File: src/rtl/fifo_unpack_pkg.sv
// -----------------------------------------------------------------------------
// fifo_unpack_pkg
// Shared configuration helpers for the fifo_unpack width-down-converter:
//   - cfg_ok()   : legality check used at elaboration
//                  (IN_WIDTH multiple of OUT_WIDTH, at least 2 beats per word)
//   - cnt_bits() : width of the beat index for a given beats-per-word ratio
// Optional feature macro used by the importing files: FIFO_UNPACK_LAST_EN
// -----------------------------------------------------------------------------
package fifo_unpack_pkg;

    localparam int DEF_IN_WIDTH  = 128;
    localparam int DEF_OUT_WIDTH = 32;

    function automatic bit cfg_ok(input int in_w, input int out_w);
        return (out_w > 0) && (in_w % out_w == 0) && (in_w / out_w >= 2);
    endfunction

    function automatic int cnt_bits(input int ratio);
        return (ratio < 2) ? 1 : $clog2(ratio);
    endfunction

endpackage

File: src/rtl/fifo_unpack_if.sv
// -----------------------------------------------------------------------------
// fifo_unpack_if
// Bundles the FIFO-side and stream-side signals of fifo_unpack.
//   fifo_dout / fifo_empty / fifo_pop : FWFT FIFO read port
//   out_valid / out_ready / out_data  : narrow output stream
//   busy                              : a word is held in the unpacker
//   out_last (FIFO_UNPACK_LAST_EN)    : final beat of each FIFO word
// Modports: master = the unpacker, slave = FIFO + downstream consumer.
// -----------------------------------------------------------------------------
interface fifo_unpack_if #(
    parameter int IN_WIDTH  = 128,
    parameter int OUT_WIDTH = 32
);
    logic [IN_WIDTH-1:0]  fifo_dout;
    logic                 fifo_empty;
    logic                 fifo_pop;
    logic                 out_valid;
    logic                 out_ready;
    logic [OUT_WIDTH-1:0] out_data;
    logic                 busy;
`ifdef FIFO_UNPACK_LAST_EN
    logic                 out_last;
`endif

    modport master (
        input  fifo_dout, fifo_empty, out_ready,
        output fifo_pop, out_valid, out_data, busy
`ifdef FIFO_UNPACK_LAST_EN
        , output out_last
`endif
    );

    modport slave (
        output fifo_dout, fifo_empty, out_ready,
        input  fifo_pop, out_valid, out_data, busy
`ifdef FIFO_UNPACK_LAST_EN
        , input out_last
`endif
    );
endinterface

File: src/rtl/fifo_unpack.sv
// -----------------------------------------------------------------------------
// fifo_unpack
// Drains a first-word-fall-through FIFO and serialises each IN_WIDTH word into
// IN_WIDTH/OUT_WIDTH beats, least-significant slice first, at one beat/clock
// with no bubble between consecutive words.
// Ports:
//   clk    : clock, rising edge
//   rst_n  : asynchronous active-low reset
//   flush  : synchronously drop the partially sent word (FIFO untouched)
//   bus    : fifo_unpack_if.master (FIFO read port, output stream, busy)
// Optional: define FIFO_UNPACK_LAST_EN to drive bus.out_last on the final
//           beat of every word.
// -----------------------------------------------------------------------------
module fifo_unpack
    import fifo_unpack_pkg::*;
#(
    parameter int IN_WIDTH  = DEF_IN_WIDTH,
    parameter int OUT_WIDTH = DEF_OUT_WIDTH
) (
    input  logic          clk,
    input  logic          rst_n,
    input  logic          flush,
    fifo_unpack_if.master bus
);

    localparam int RATIO    = IN_WIDTH / OUT_WIDTH;
    localparam int CNT_BITS = cnt_bits(RATIO);

    typedef logic [CNT_BITS-1:0] beat_idx_t;

    if (!cfg_ok(IN_WIDTH, OUT_WIDTH)) begin : g_bad_cfg
        $error("fifo_unpack: IN_WIDTH must be a multiple of OUT_WIDTH with ratio >= 2");
    end

    logic [IN_WIDTH-1:0]                r_hold_data;
    logic                               r_hold_vld;
    beat_idx_t                          r_beat_cnt;
    logic                               r_en;

    logic                               w_accept;
    logic                               w_last;
    logic                               w_pop;
    logic [RATIO-1:0][OUT_WIDTH-1:0]    w_slices;

    assign w_accept = r_hold_vld & bus.out_ready;
    assign w_last   = (r_beat_cnt == beat_idx_t'(RATIO - 1));

    // Reload from the FIFO either when idle or on the same edge the final beat
    // leaves, which is what keeps back-to-back words bubble-free. r_en keeps
    // the pop quiet during reset and the release cycle.
    assign w_pop = r_en & ~bus.fifo_empty & ~flush &
                   (~r_hold_vld | (w_accept & w_last));

    always_ff @(posedge clk or negedge rst_n) begin
        if (!rst_n) begin
            r_hold_data <= '0;
            r_hold_vld  <= 1'b0;
            r_beat_cnt  <= '0;
            r_en        <= 1'b0;
        end else begin
            r_en <= 1'b1;
            if (flush) begin
                // Flush wins over any handshake in the same cycle.
                r_hold_vld <= 1'b0;
                r_beat_cnt <= '0;
            end else if (w_pop) begin
                r_hold_data <= bus.fifo_dout;
                r_hold_vld  <= 1'b1;
                r_beat_cnt  <= '0;
            end else if (w_accept) begin
                if (w_last) begin
                    r_hold_vld <= 1'b0;
                    r_beat_cnt <= '0;
                end else begin
                    r_beat_cnt <= r_beat_cnt + beat_idx_t'(1);
                end
            end
        end
    end

    // View the held word as RATIO beats; index 0 is the LS slice.
    assign w_slices = r_hold_data;

    assign bus.fifo_pop  = w_pop;
    assign bus.out_valid = r_hold_vld;
    assign bus.out_data  = w_slices[r_beat_cnt];
    assign bus.busy      = r_hold_vld;

`ifdef FIFO_UNPACK_LAST_EN
    assign bus.out_last  = r_hold_vld & w_last;
`endif

endmodule

File: src/flat_wrapper.sv
// flat-port wrapper written by rule: the top's interface ports become plain ports
module fifo_unpack_flat import fifo_unpack_pkg::*;
#(
    parameter int IN_WIDTH  = DEF_IN_WIDTH,
    parameter int OUT_WIDTH = DEF_OUT_WIDTH
)
  (clk, rst_n, flush, bus_fifo_dout, bus_fifo_empty, bus_out_ready, bus_fifo_pop, bus_out_valid, bus_out_data, bus_busy);
  fifo_unpack_if #(.IN_WIDTH(IN_WIDTH), .OUT_WIDTH(OUT_WIDTH)) bus_i ();
  input  logic clk;
  input  logic rst_n;
  input  logic flush;
  input wire logic [$bits(bus_i.fifo_dout)-1:0] bus_fifo_dout;
  input wire logic [$bits(bus_i.fifo_empty)-1:0] bus_fifo_empty;
  input wire logic [$bits(bus_i.out_ready)-1:0] bus_out_ready;
  output wire logic [$bits(bus_i.fifo_pop)-1:0] bus_fifo_pop;
  output wire logic [$bits(bus_i.out_valid)-1:0] bus_out_valid;
  output wire logic [$bits(bus_i.out_data)-1:0] bus_out_data;
  output wire logic [$bits(bus_i.busy)-1:0] bus_busy;
  assign bus_i.fifo_dout = bus_fifo_dout;
  assign bus_i.fifo_empty = bus_fifo_empty;
  assign bus_i.out_ready = bus_out_ready;
  assign bus_fifo_pop = bus_i.fifo_pop;
  assign bus_out_valid = bus_i.out_valid;
  assign bus_out_data = bus_i.out_data;
  assign bus_busy = bus_i.busy;
  fifo_unpack #(.IN_WIDTH(IN_WIDTH), .OUT_WIDTH(OUT_WIDTH)) u_core (.clk(clk), .rst_n(rst_n), .flush(flush), .bus(bus_i));
endmodule
File: config.mk
export PLATFORM = sky130hd
export DESIGN_NAME = fifo_unpack_flat
export DESIGN_NICKNAME = d
export VERILOG_FILES = /design/src/rtl/fifo_unpack_pkg.sv /design/src/rtl/fifo_unpack_if.sv /design/src/rtl/fifo_unpack.sv /design/src/flat_wrapper.sv
export SDC_FILE = /design/constraint.sdc
export NUM_CORES = 1
export LEC_CHECK = 0
export CORE_MARGIN = 2
export CORE_UTILIZATION = 51
export DETAILED_ROUTE_END_ITERATION = 6
export PLACE_DENSITY = 0.85
export RECOVER_POWER = 100
export SYNTH_ARGS = -nofsm -noshare
export SYNTH_HDL_FRONTEND = slang
export SYNTH_SLANG_ARGS = --single-unit
export TNS_END_PERCENT = 5
File: constraint.sdc
create_clock -name clk -period 3.81 [get_ports clk]
set_input_delay 0.762 -clock clk [delete_from_list [all_inputs] [get_ports clk]]
set_output_delay 0.762 -clock clk [all_outputs]
set_load 0.005 [all_outputs]
After elaboration in Yosys (flattened, before gate mapping)

Index checks and enable logic that the tools add are counted.

Word-level logic and storage cells: 30
Bits in registers: 132
Output and inout bits: 35
Input bits: 133

Bitwise operators: 9
Multiplexer cells: 10
Add/sub/neg operators: 1
Equal/unequal tests: 1
Magnitude comparators: 1
Reductions and logical operators: 4

Operators by type and width:

| operator                                                                     | number |
|---|---|
| 32-bit binary-select mux with 2-bit select                                   | 1 |
| 32-bit 2-to-1 mux                                                            | 1 |
| 2-bit 2-to-1 mux                                                             | 4 |
| 3-bit nonzero test                                                           | 2 |
| 1-bit AND                                                                    | 5 |
| 1-bit 2-to-1 mux                                                             | 4 |
| 2-bit AND reduction                                                          | 2 |
| 2-bit by 3-bit less-than comparator with 1-bit output, second input constant | 1 |
| 1-bit NOT                                                                    | 3 |
| 2-bit by 1-bit adder with 2-bit output, second input constant                | 1 |
| 2-bit == test, second input constant                                         | 1 |
| 1-bit OR                                                                     | 1 |

Logic depth before layout (Yosys ltp)

Depth after elaboration: 6
Depth in mapped cells: 6
Mapped depth without buffers: 4

Worst setup path after synthesis

Ideal clock, no wire load.

Path type: in2out
From: input bus_fifo_empty
To: output bus_fifo_pop
Path buffers: 1
Arrival time: 1.429 ns
Cell stages on the path: 3
Slack: 1.619 ns
Cells stage by stage: nand2b_1 -> a211oi_2 -> buf_2

Cells in the longest elaborated chain, start to end: 4

RTL lines:

| element                | line               | text |
|---|---|---|
| from (decl)            | flat_wrapper.sv:13 | `input wire logic [$bits(bus_i.fifo_empty)-1:0] bus_fifo_empty;` |
| 1-bit NOT              | fifo_unpack.sv:51  | `assign w_pop = r_en & ~bus.fifo_empty & ~flush &` |
| 1-bit AND (3 in a row) | fifo_unpack.sv:51  |  |
| to (decl)              | flat_wrapper.sv:15 | `output wire logic [$bits(bus_i.fifo_pop)-1:0] bus_fifo_pop;` |

No other way between the ends.

Final worst setup path

From: register u_core.r_beat_cnt[0]
To: output bus_out_data[10]

Cells in the longest elaborated chain, start to end: 2

RTL lines:

| element                                    | line               | text |
|---|---|---|
| from (decl)                                | fifo_unpack.sv:37  | `beat_idx_t r_beat_cnt;` |
| from (signal assigned)                     | fifo_unpack.sv:75  | `r_beat_cnt <= r_beat_cnt + beat_idx_t'(1);` |
| 32-bit binary-select mux with 2-bit select | fifo_unpack.sv:86  | `assign bus.out_data = w_slices[r_beat_cnt];` |
| 32-bit 2-to-1 mux (not written as such)    | fifo_unpack.sv:86  |  |
| to (decl)                                  | flat_wrapper.sv:17 | `output wire logic [$bits(bus_i.out_data)-1:0] bus_out_data;` |

No other way between the ends. The select of a mux whose other input is x is not followed.

==> impl_metrics.yaml <==
timing:
  rsz0062_at_grt: "false"
  final_max_slew_viol_count: 62
  report.final.setup_viol: 0
  worst_slack_ps: 378
  fin_skew_ps: 11.3
  fin_tns_setup_ps: 0
  worst_pin_slew_ps: 1520
  finalCriticalPeriod_ps: 3430
  min_period_over_period_pct: 90.1
  peak_freq_mhz: 291
  hold_viol_final: 0
  relSlewSlack_pct: -1.41
drt:
  vias: 3446
  pre_repair_dr_iteration_count: 4
  viasPerCell: 5.33
  avgRoutedWirePerCell_um: 18.9
  post-route-drc-count: 0
  route.antenna.remaining_nets: 0
  route.final.wire_length_mm: 12.2
  detail_route.iter0.violations: 137
placement:
  replace_congestion: 0.731
  buffer_ports.inserted: 167
  place_area_um2: 7480
  placement.setup.worst_slack_ps: 727
  post-dp-hpwl_mm: 8.29
logic_synthesis:
  top_area_cells_in_the_synthesized_netlist: "dfrtp_1, mux2_1, mux4_2"
  synth_largest_area_cell: "dfrtp_1"
  synth_seq_cells: 132
  synth_fa_ha_area_share_pct: 0.219
  fraction_of_synthesized_cell_area_taken_by_the_top_area_cell_type_pct: 57.7
  synth_compound_gate_area_share_pct: 0.306
  synthXorXnorAreaFrac_pct: 0
  syn_avg_cell_area_um2: 17.4
  synth_cell_types: 17
  synthesis.instances: 328
  synth.mux.area_fraction_pct: 38.1
  syn-cell-area_um2: 5720
  synth-warning-count: 0
  postSynthNetCount: 462
  portion_of_the_post_synthesis_area_used_by_sequential_elements_pct: 57.7
  synth_top_family_by_area: "multiplexers"
  synth_simple_gate_area_share_pct: 0.547
critical_path:
  critical_path.max_fanout: 19
  critical-path-slowest-cell: "dfrtp_2"
  startpoint_class_of_the_critical_path: "flop"
  worst-endpoint-arrival_ps: 2670
  critical_path.cell_chain: "buf_12 -> mux4_2 -> dlygate4sd3_1"
  r2r_slack_ps: 1140
  endpoint_kind: "output port"
  timing.critical_path.max_delay_family: "buffers and inverters"
  worst-setup-path-type: "flop to output port"
  slowest_delay_ps: 730
  timing.critical_path.buf_inv: 2
  timing.critical_path.required_ps: 3050
cts:
  cts_hold_repair.buffers: 0
  cts_tree: "yes"
  path_clk_slew_ps: 60
  ctsLongestPathBuffers: 2
  ctsResizeCount: 0
  clkSinkCount: 132
  clk_latency_ps: 520
  cts_root_buffer: "clkbuf_8"
  htree_levels: 4
  post_cts.repair.setup_buffers: 0
  numCtsBuffers: 17
min_path:
  worstHoldPathType: "flop to flop"
power_and_ir_drop:
  pwr_density_cell_nw_per_um2: 523
  cellLeakagePower_nw: 3.29
  vdd.ir_drop.worst_mv: 0.425
cells_and_area:
  post-route-util_pct: 74.0
  layout.nets: 630
  drive_above_1_share_pct: 20.3
  layout_commonest_cell: "clkdlybuf4s50_1"
  area_growth_pct: 40.8
  postLayoutCellArea_um2: 8060
  layout_common_cells: "clkdlybuf4s50_1, dfrtp_1, mux2_1"
  fill_cells: 719
  num_antenna_cells: 0
floorplanning:
  die_height_um: 110
  placementRows: 38
  die_outline_area_um2: 12100
  floorplan.initialDensity_pct: 52.6
  dieWidth_um: 110
  placeableCoreArea_um2: 10900
  floorplan.io_pins: 168
global_routing:
  antenna_found_initial: 0
  grt_pass1_vias: 3908
  grt_usage_pct: 21.9
  remaining_global_route_overflow: 0
  grt_pass1_wl_mm: 19.3
  grt_start_max_net_pins: 131
run_status:
  status: "complete, but fails checks"
  violations_in_the_final_reports: "max-capacitance violations, max-slew violations"
job:
  cap_violations: 1
==> worst paths after layout <==
kind	cells after the start	startpoint	end
worst max-delay path	3	u_core.r_beat_cnt[0]$_DFFE_PN0P_	bus_out_data[10]
worst min-delay path	1	u_core.r_hold_data[71]$_DFFE_PN0P_	u_core.r_hold_data[71]$_DFFE_PN0P_
worst max register to register	5	u_core.r_beat_cnt[0]$_DFFE_PN0P_	u_core.r_hold_data[105]$_DFFE_PN0P_
worst min register to register	1	u_core.r_hold_data[71]$_DFFE_PN0P_	u_core.r_hold_data[71]$_DFFE_PN0P_
max in group asynchronous	2	rst_n	u_core.r_beat_cnt[0]$_DFFE_PN0P_
min in group asynchronous	1	rst_n	u_core.r_hold_data[17]$_DFFE_PN0P_
==> cell families (layout without fill, tap and decap cells) <==
| logic type | Yosys count | after routing |
|---|---|---|
| other | 1 | 1 |
| buffers and inverters | 23 | 202 |
| multiplexers | 162 | 162 |
| AND/OR/NAND/NOR | 7 | 7 |
| adder cells (fa/ha/maj) | 1 | 1 |
| flip-flops | 132 | 132 |
| AO/OA/AOI/OAI | 2 | 2 |
==> worst reg2reg max path, stage by stage, from the launching register on <==
cell and delay (ps):
dfrtp_2 730, ha_1 280, nand2_1 110, a211oi_4 370
buf_12 550, mux2_2 520
==> through the flow <==
step / cells / total power [mW] / hold WS [ps]
after floorplan: 328 / 2.23 / 452
after global placement: 617 / 2.62 / 462
after detailed placement: 617 / 2.67 / 471
after CTS: 647 / 4.30 / 331
after global routing: 647 / 4.42 / 502
final: 647 / 4.21 / 481
==> registers in the layout, summed over array words and instances (netlist names) <==
register and count:
u_core.r_hold_data 128, u_core.r_en 1, u_core.bus.busy 1, u_core.r_beat_cnt 2
==> cell usage after synthesis (all sizes together) <==
cell,n
ha,1
nand2,3
mux2i,2
clkbuf,3
conb,1
a21oi,1
nor2,1
nand2b,1
mux2,128
mux4,32
buf,20
nor3,2
a211oi,1
dfrtp,132
==> area by class of cell <==
class / instances / area, µm² / share of cell area, %
clock buffers: 26 / 488 / 6.05
clock inverters: 4 / 95.1 / 1.18
multi-input cells: 173 / 2250 / 28.0
flip-flops and latches: 132 / 3300 / 41.0
well taps: 140 / 175 / 2.17
repair buffers: 172 / 1740 / 21.6
==> where the power goes <==
group / internal (mW) / switching, mW / total (mW)
clock: 1.06 / 0.550 / 1.61
combinational: 0.530 / 0.221 / 0.750
sequential: 1.71 / 0.149 / 1.85
==> per-layer routing <==
metal	wire length [µm]	global-route usage, %	up-vias
met5	0	0	-
met4	210	8.59	0
met3	789	7.82	15
met2	6420	36.9	101
met1	4780	25.7	1779
li1	-	-	1551
No activity file was read; power rests on OpenSTA's default activity.
